File: config.mk
export PLATFORM = sky130hd
export DESIGN_NAME = serial_addsub
export DESIGN_NICKNAME = d
export VERILOG_FILES = /design/src/rtl/serial_addsub.sv
export SDC_FILE = /design/constraint.sdc
export NUM_CORES = 1
export LEC_CHECK = 0
export BUFFER_PORTS_ARGS = -buffer_cell sky130_fd_sc_hd__buf_4
export CORE_MARGIN = 2
export CORE_UTILIZATION = 50
export CTS_CLUSTER_DIAMETER = 60
export CTS_CLUSTER_SIZE = 12
export DETAILED_ROUTE_END_ITERATION = 6
export GPL_ROUTABILITY_DRIVEN = 0
export PLACE_DENSITY_LB_ADDON = 0.12
export RECOVER_POWER = 100
export SYNTH_ARGS = -nofsm -noshare
export SYNTH_HDL_FRONTEND = slang
export SYNTH_SLANG_ARGS = --single-unit
File: constraint.sdc
create_clock -name clk -period 1.7 [get_ports clk]
set_input_delay 0.34 -clock clk [delete_from_list [all_inputs] [get_ports clk]]
set_output_delay 0.34 -clock clk [all_outputs]
set_load 0.02 [all_outputs]
File: src/rtl/serial_addsub.sv
// Bit-serial adder/subtractor: one full-adder cell plus a carry flop, LSB first.
// Start/done handshake; S/C/V stay registered until the next completed operation.
module serial_addsub #(
  parameter int unsigned WIDTH = 8
) (
  input  logic             clk,
  input  logic             rst_n,
  input  logic             start,
  input  logic             sub,
  input  logic [WIDTH-1:0] A,
  input  logic [WIDTH-1:0] B,
  input  logic             CIN,
  output logic             busy,
  output logic             done,
  output logic [WIDTH-1:0] S,
  output logic             C,
  output logic             V
);

  localparam int unsigned CNT_W = (WIDTH > 1) ? $clog2(WIDTH) : 1;
  localparam logic [CNT_W-1:0] LAST_BIT = CNT_W'(WIDTH - 1);

  typedef enum logic [1:0] {
    IDLE = 2'd0,
    RUN  = 2'd1,
    DONE = 2'd2
  } state_t;

  state_t           state;
  state_t           state_next;
  logic [WIDTH-1:0] opa;
  logic [WIDTH-1:0] opb;
  logic [WIDTH-1:0] res;
  logic [WIDTH-1:0] res_shift_c;
  logic [CNT_W-1:0] cnt;
  logic             carry;
  logic             s_bit_c;
  logic             carry_next_c;
  logic             load_c;
  logic             last_c;

  // State register
  always_ff @(posedge clk) begin
    if (!rst_n) begin
      state <= IDLE;
    end else begin
      state <= state_next;
    end
  end

  // Next-state: start is only honoured when ready (IDLE or DONE)
  always_comb begin
    state_next = state;
    load_c     = 1'b0;
    last_c     = 1'b0;
    case (state)
      IDLE: begin
        if (start) begin
          state_next = RUN;
          load_c     = 1'b1;
        end
      end
      RUN: begin
        if (cnt == LAST_BIT) begin
          state_next = DONE;
          last_c     = 1'b1;
        end
      end
      DONE: begin
        if (start) begin
          state_next = RUN;
          load_c     = 1'b1;
        end else begin
          state_next = IDLE;
        end
      end
      default: state_next = IDLE;
    endcase
  end

  // Full-adder cell on the operand LSBs; sum bit enters the result at the MSB end
  always_comb begin
    s_bit_c      = opa[0] ^ opb[0] ^ carry;
    carry_next_c = (opa[0] & opb[0]) | (opa[0] & carry) | (opb[0] & carry);
    res_shift_c  = res >> 1;
    res_shift_c[WIDTH-1] = s_bit_c;
  end

  // Datapath and registered outputs; carry at the last edge is the carry into the MSB
  always_ff @(posedge clk) begin
    if (!rst_n) begin
      opa   <= '0;
      opb   <= '0;
      res   <= '0;
      cnt   <= '0;
      carry <= 1'b0;
      busy  <= 1'b0;
      done  <= 1'b0;
      S     <= '0;
      C     <= 1'b0;
      V     <= 1'b0;
    end else begin
      if (load_c) begin
        opa   <= A;
        opb   <= sub ? ~B : B;
        carry <= sub | CIN;
        cnt   <= '0;
        res   <= '0;
      end else if (state == RUN) begin
        opa   <= opa >> 1;
        opb   <= opb >> 1;
        carry <= carry_next_c;
        res   <= res_shift_c;
        cnt   <= cnt + CNT_W'(1);
        if (last_c) begin
          S <= res_shift_c;
          C <= carry_next_c;
          V <= carry ^ carry_next_c;
        end
      end
      busy <= (state_next == RUN);
      done <= (state_next == DONE);
    end
  end

endmodule
* Word level (Yosys, flattened, before mapping) *
Cells that the tools add are included.

word-level totals
  flip-flop bits (word level) = 42
  word-level logic and storage cells = 49
  output and inout port bits = 12
  input bits = 21

operators by class
  equality and inequality tests = 5
  reduce and logical (&&, ||, !) cells = 5
  mux-type cells = 15
  bitwise logic cells = 12
  add/sub/neg operators = 1

operators by type and width
  cell                 number
  $mux 8               5
  $not 8->8            1
  $mux 1               7
  $pmux 2 s3           1
  $eq 2x1->1 const B   2
  $eq 2x2->1 const B   2
  $mux 2               2
  $reduce_or 2->1      2
  $add 3x1->3 const B  1
  $and 1x1->1          3
  $eq 3x3->1 const B   1
  $or 1x1->1           3
  $reduce_and 3->1     1
  $xor 1x1->1          3
  $logic_not 2->1      1
  $not 1->1            2
  $reduce_bool 2->1    1

* Longest topological paths before layout *
  depth after elaboration = 5
  mapped depth = 6
  gate-level depth less buffers = 5

* Worst setup path after synthesis *
Ideal clock, no wire load.

  path type = register -> register
  start point = register cnt[0]
  end point = register C
  library setup time = 0.071 ns
  path buffers = 1
  stages on the path, launching flop included = 7
  arrival time = 1.239 ns
  setup slack = 0.391 ns
  path through = dfxtp_1 -> ha_1 -> ha_1 -> nand3b_1 -> clkbuf_1 -> nand2_1 -> a21oi_1

on the way
  cells in the longest elaborated chain, start to end = 4

ends and longest elaborated chain
  element                            line  source
  from (decl)                        35    logic [CNT_W-1:0] cnt;
  from (signal assigned)             114   cnt <= cnt + CNT_W'(1);
  $eq 3x3->1                         64    if (cnt == LAST_BIT) begin
  $mux 1                             64
  $mux 1                             56    case (state)
  $reduce_and 3->1 (no source line)  -
  to (signal assigned)               117   C <= carry_next_c;
  to (decl)                          16    output logic C,

No other way between the ends.
A chain may end at the register's enable or synchronous reset.

* Worst setup path after layout *
  start point = register cnt[0]
  end point = register V

on the way
  cells in the longest elaborated chain, start to end = 4

ends and longest elaborated chain
  element                            line  source
  $eq 3x3->1                         64
  $mux 1                             64
  $mux 1                             56
  $reduce_and 3->1 (no source line)  -
  to (signal assigned)               118   V <= carry ^ carry_next_c;
  to (decl)                          17    output logic V

No other way between the ends.

==> flow_results.org <==
** Finish
- Number of antenna cells inserted :: 0
- Relative to the synthesized area, the layout overhead comes to 14.66%.
- Once layout is complete, the cells apart from fillers number 271.
- In the layout the commonest cells are nand2_1, dfxtp_1, a21oi_1.
- Leaving out fill and tap cells, the most frequent cell in the layout is nand2_1.
- Total of fill cells in the finished design :: 344
- Fin nets :: 248
- Fraction of final layout cells with drive strength greater than 1 :: 0.1467

** STA
- Slew headroom :: 0.6178
- Setup total negative slack on the finished layout was measured at 0 ns.
- Number of max-slew violations in the final report :: 0
- Hold Vio Cnt, Final :: 0
- Final Critical Period :: approximately 1.5 ns
- Setup violations remaining at the end of the flow were counted as 0.
- Worst-Margin Slew :: 0.5733 ns
- Setup repair after global routing missed its margin :: false
- Derived from the worst setup path, the maximum achievable clock frequency is 688.9 MHz.
- In the finished design, the share of the clock period the worst path needs comes to 0.8539.
- The clock arrives with 0.009160 ns of skew.

** Clock tree
- The clock passes through at most 2 buffers.
- At the later pin of the worst-skew pair, clock insertion delay measures between 0.3 and 0.4 ns.
- Clock sink total :: slightly above 40
- Clock Pin Slew Worst Setup and Hold Paths :: 0.12 ns
- TritonCTS built the clock tree.
- TritonCTS buffer count :: 5
- Number of setup buffers added after CTS :: 0
- Clock Tree Root :: clkbuf_4
- Number of gates given a new drive strength after cts :: 0
- Number of buffers added to fix hold violations after cts :: 0
- In this run the number of H-tree levels came out at 2.

** Drt
- # DRC :: 0
- Via-per-instance ratio :: 5.258
- The detailed router placed ~1.4k vias in this run.
- Initial detailed-routing violation count :: 87
- Wire length per cell after detailed routing :: 12.41 um
- Pre-Repair DR Iteration Count :: 4
- Final wirelength :: 3.364 mm
- The count of nets left with antenna violations once routing finished came out at 0.

** Yosys
- The cell count after synthesis came out at around 200.
- Post-synthesis sequential area ratio :: 0.4856
- Synth unique cells :: 28
- Average footprint of a synthesized cell :: 8.624 um^2
- Total of flip-flops plus latches after synthesis :: 41
- The number of nets handed over by synthesis was 220.
- Dominant register cell in the synthesized netlist :: dfxtp_1
- Count of synthesis-stage warnings from yosys :: 0
- The cell area that synthesis handed to floorplanning was approximately 0.0017 mm^2.
- Number of enable-type register cells in the synthesized netlist :: 0
- After synthesis, the share of flip-flops with an asynchronous set or reset is 0.

** Global route
- After global routing the overflow that remains totals 0.
- Across every metal layer, demand over resource in global routing totals 0.1905.
- Entering global routing, the biggest net connects 27 pins.
- The first global-routing pass estimated 5.892 mm of wire.
- The via count of the first global-routing pass is 1357.
- Number of antenna violations at the first check in global routing :: 0

** Worst setup path
- For the worst setup path, the data required time is a little under 2 ns.
- Crit path DAT :: 1.73 ns
- Endpoint kind of the worst setup timing path :: register
- Cell depth of the worst flop-to-flop path :: 5
- The critical path in this run is classified as reg -> reg.
- The worst setup path is launched from a register.
- Of all nets on the critical path, the largest fanout is 11.

** Floorplan
- Total number of placement rows :: 21
- In this run the count of I/O pins placed on the die edge is 33.
- In this run the horizontal extent of the chip is just over 60 um.
- The floorplan step defined a core boundary enclosing 0.003284 mm^2.
- Die ar. :: 0.003862 mm^2
- Starting density of the core :: 0.5147
- Measured along the y axis, the die boundary spans 62.15 um.

** Min path
- The tightest min-delay check is of the in -> reg type.
- Hold depth :: 4

** Power
- Maximum vdd ir drop :: 0.4863 mV
- Lkg Pwr :: ~0.71 nW
- Power density over the cells :: 985.4 mW/mm^2

** Placed design
- Number of cells after detailed placement :: between 200 and 300
- HPWL reported at the end of detailed placement :: 2.294 mm
- Port-buffer cells :: 32

** Run status
- Outcome :: finished clean

** Job
- Max-capacitance violation count :: 0
## per-stage QoR
stage | hold WS (ns) | setup slack [ns] | utilization | cell area (um^2) | power (mW)
6_report | 0.2775 | 0.2483 | 0.5901 | 1938 | 1.910
5_1_grt | 0.2622 | 0.08714 | 0.5901 | 1938 | 2.004
4_1_cts | 0.2559 | 0.2983 | 0.6061 | 1991 | 1.934
3_5_place_dp | 0.4500 | 0.3261 | 0.5790 | 1902 | 1.267
3_3_place_gp | 0.4474 | 0.4064 | 0.5790 | 1902 | 1.257
2_1_floorplan | 0.4316 | 0.3909 | - | 1690 | 1.210
## routing by layer
metal	share of wire	vias to the layer above	GRT usage
li1	-	716	-
met1	0.45	670	0.2213
met2	0.47	34	0.3207
met3	0.060	5	0.06884
met4	0.018	0	0.07500
met5	0	-	0
## state kept, by name, summed over array words and instances, names as in the netlist
register,count
opa,8
state,2
cnt,3
C,1
carry,1
done,1
V,1
opb,8
busy,1
S,8
res,7
## critical path: stages, from the launching register on
cell      delay [ns]
dfxtp_1         0.37
ha_1            0.16
ha_1            0.18
and3b_1         0.38
nor2_1          0.08
a211oi_1        0.20
## synthesized netlist by cell type, types with 2 or more instances
master	instances	area, um^2
nor2_1	6	22.52
xnor2_1	2	17.52
buf_2	3	15.01
dfxtp_1	41	820.8
xor2_1	8	70.07
buf_4	4	30.03
nand3_1	10	50.05
a21oi_1	27	135.1
o21ai_0	7	35.03
ha_1	2	25.02
a22oi_1	7	52.55
nand2b_1	2	12.51
clkbuf_1	3	11.26
nand2_1	51	191.4
buf_6	4	45.04
a31oi_1	7	43.79
## where the power goes
group	internal [mW]	leakage [nW]	switching (mW)	total [mW]
clock network	0.349	0.0445	0.319	0.668
logic	0.0913	0.334	0.123	0.214
registers	1.00	0.334	0.0260	1.03
## worst paths after layout
kind          start  endpoint  slack (ns)
max reg2reg  cnt[0]         V        0.25
min reg2reg       C         C        0.46
max          cnt[0]         V        0.25
min            B[7]    opb[7]        0.28
## cell families (layout without fill, tap and decap cells)
group	Yosys count	after routing	synth area share
AOI/OAI and AO/OA	51	51	0.1739
and+or+nand+nor	74	74	0.1850
xor gates and xnor gates	10	10	0.05182
muxes	1	1	0.005922
DFF	41	41	0.4856
buffers and inverters	16	45	0.07105
adders and majority gates	3	3	0.02665
## layout make-up
type	count	area [um^2]	share of cell area
Clock buffer	6	51.30	0.02647
Clock inverter	2	37.54	0.01937
Inverter	1	3.754	0.001937
Multi-Input combinational cell	139	748.2	0.3861
Sequential cell	41	820.8	0.4235
Tap cell	46	57.56	0.02970
Timing Repair Buffer	36	219.0	0.1130
Note: power is estimated with default switching activity, not from simulation.
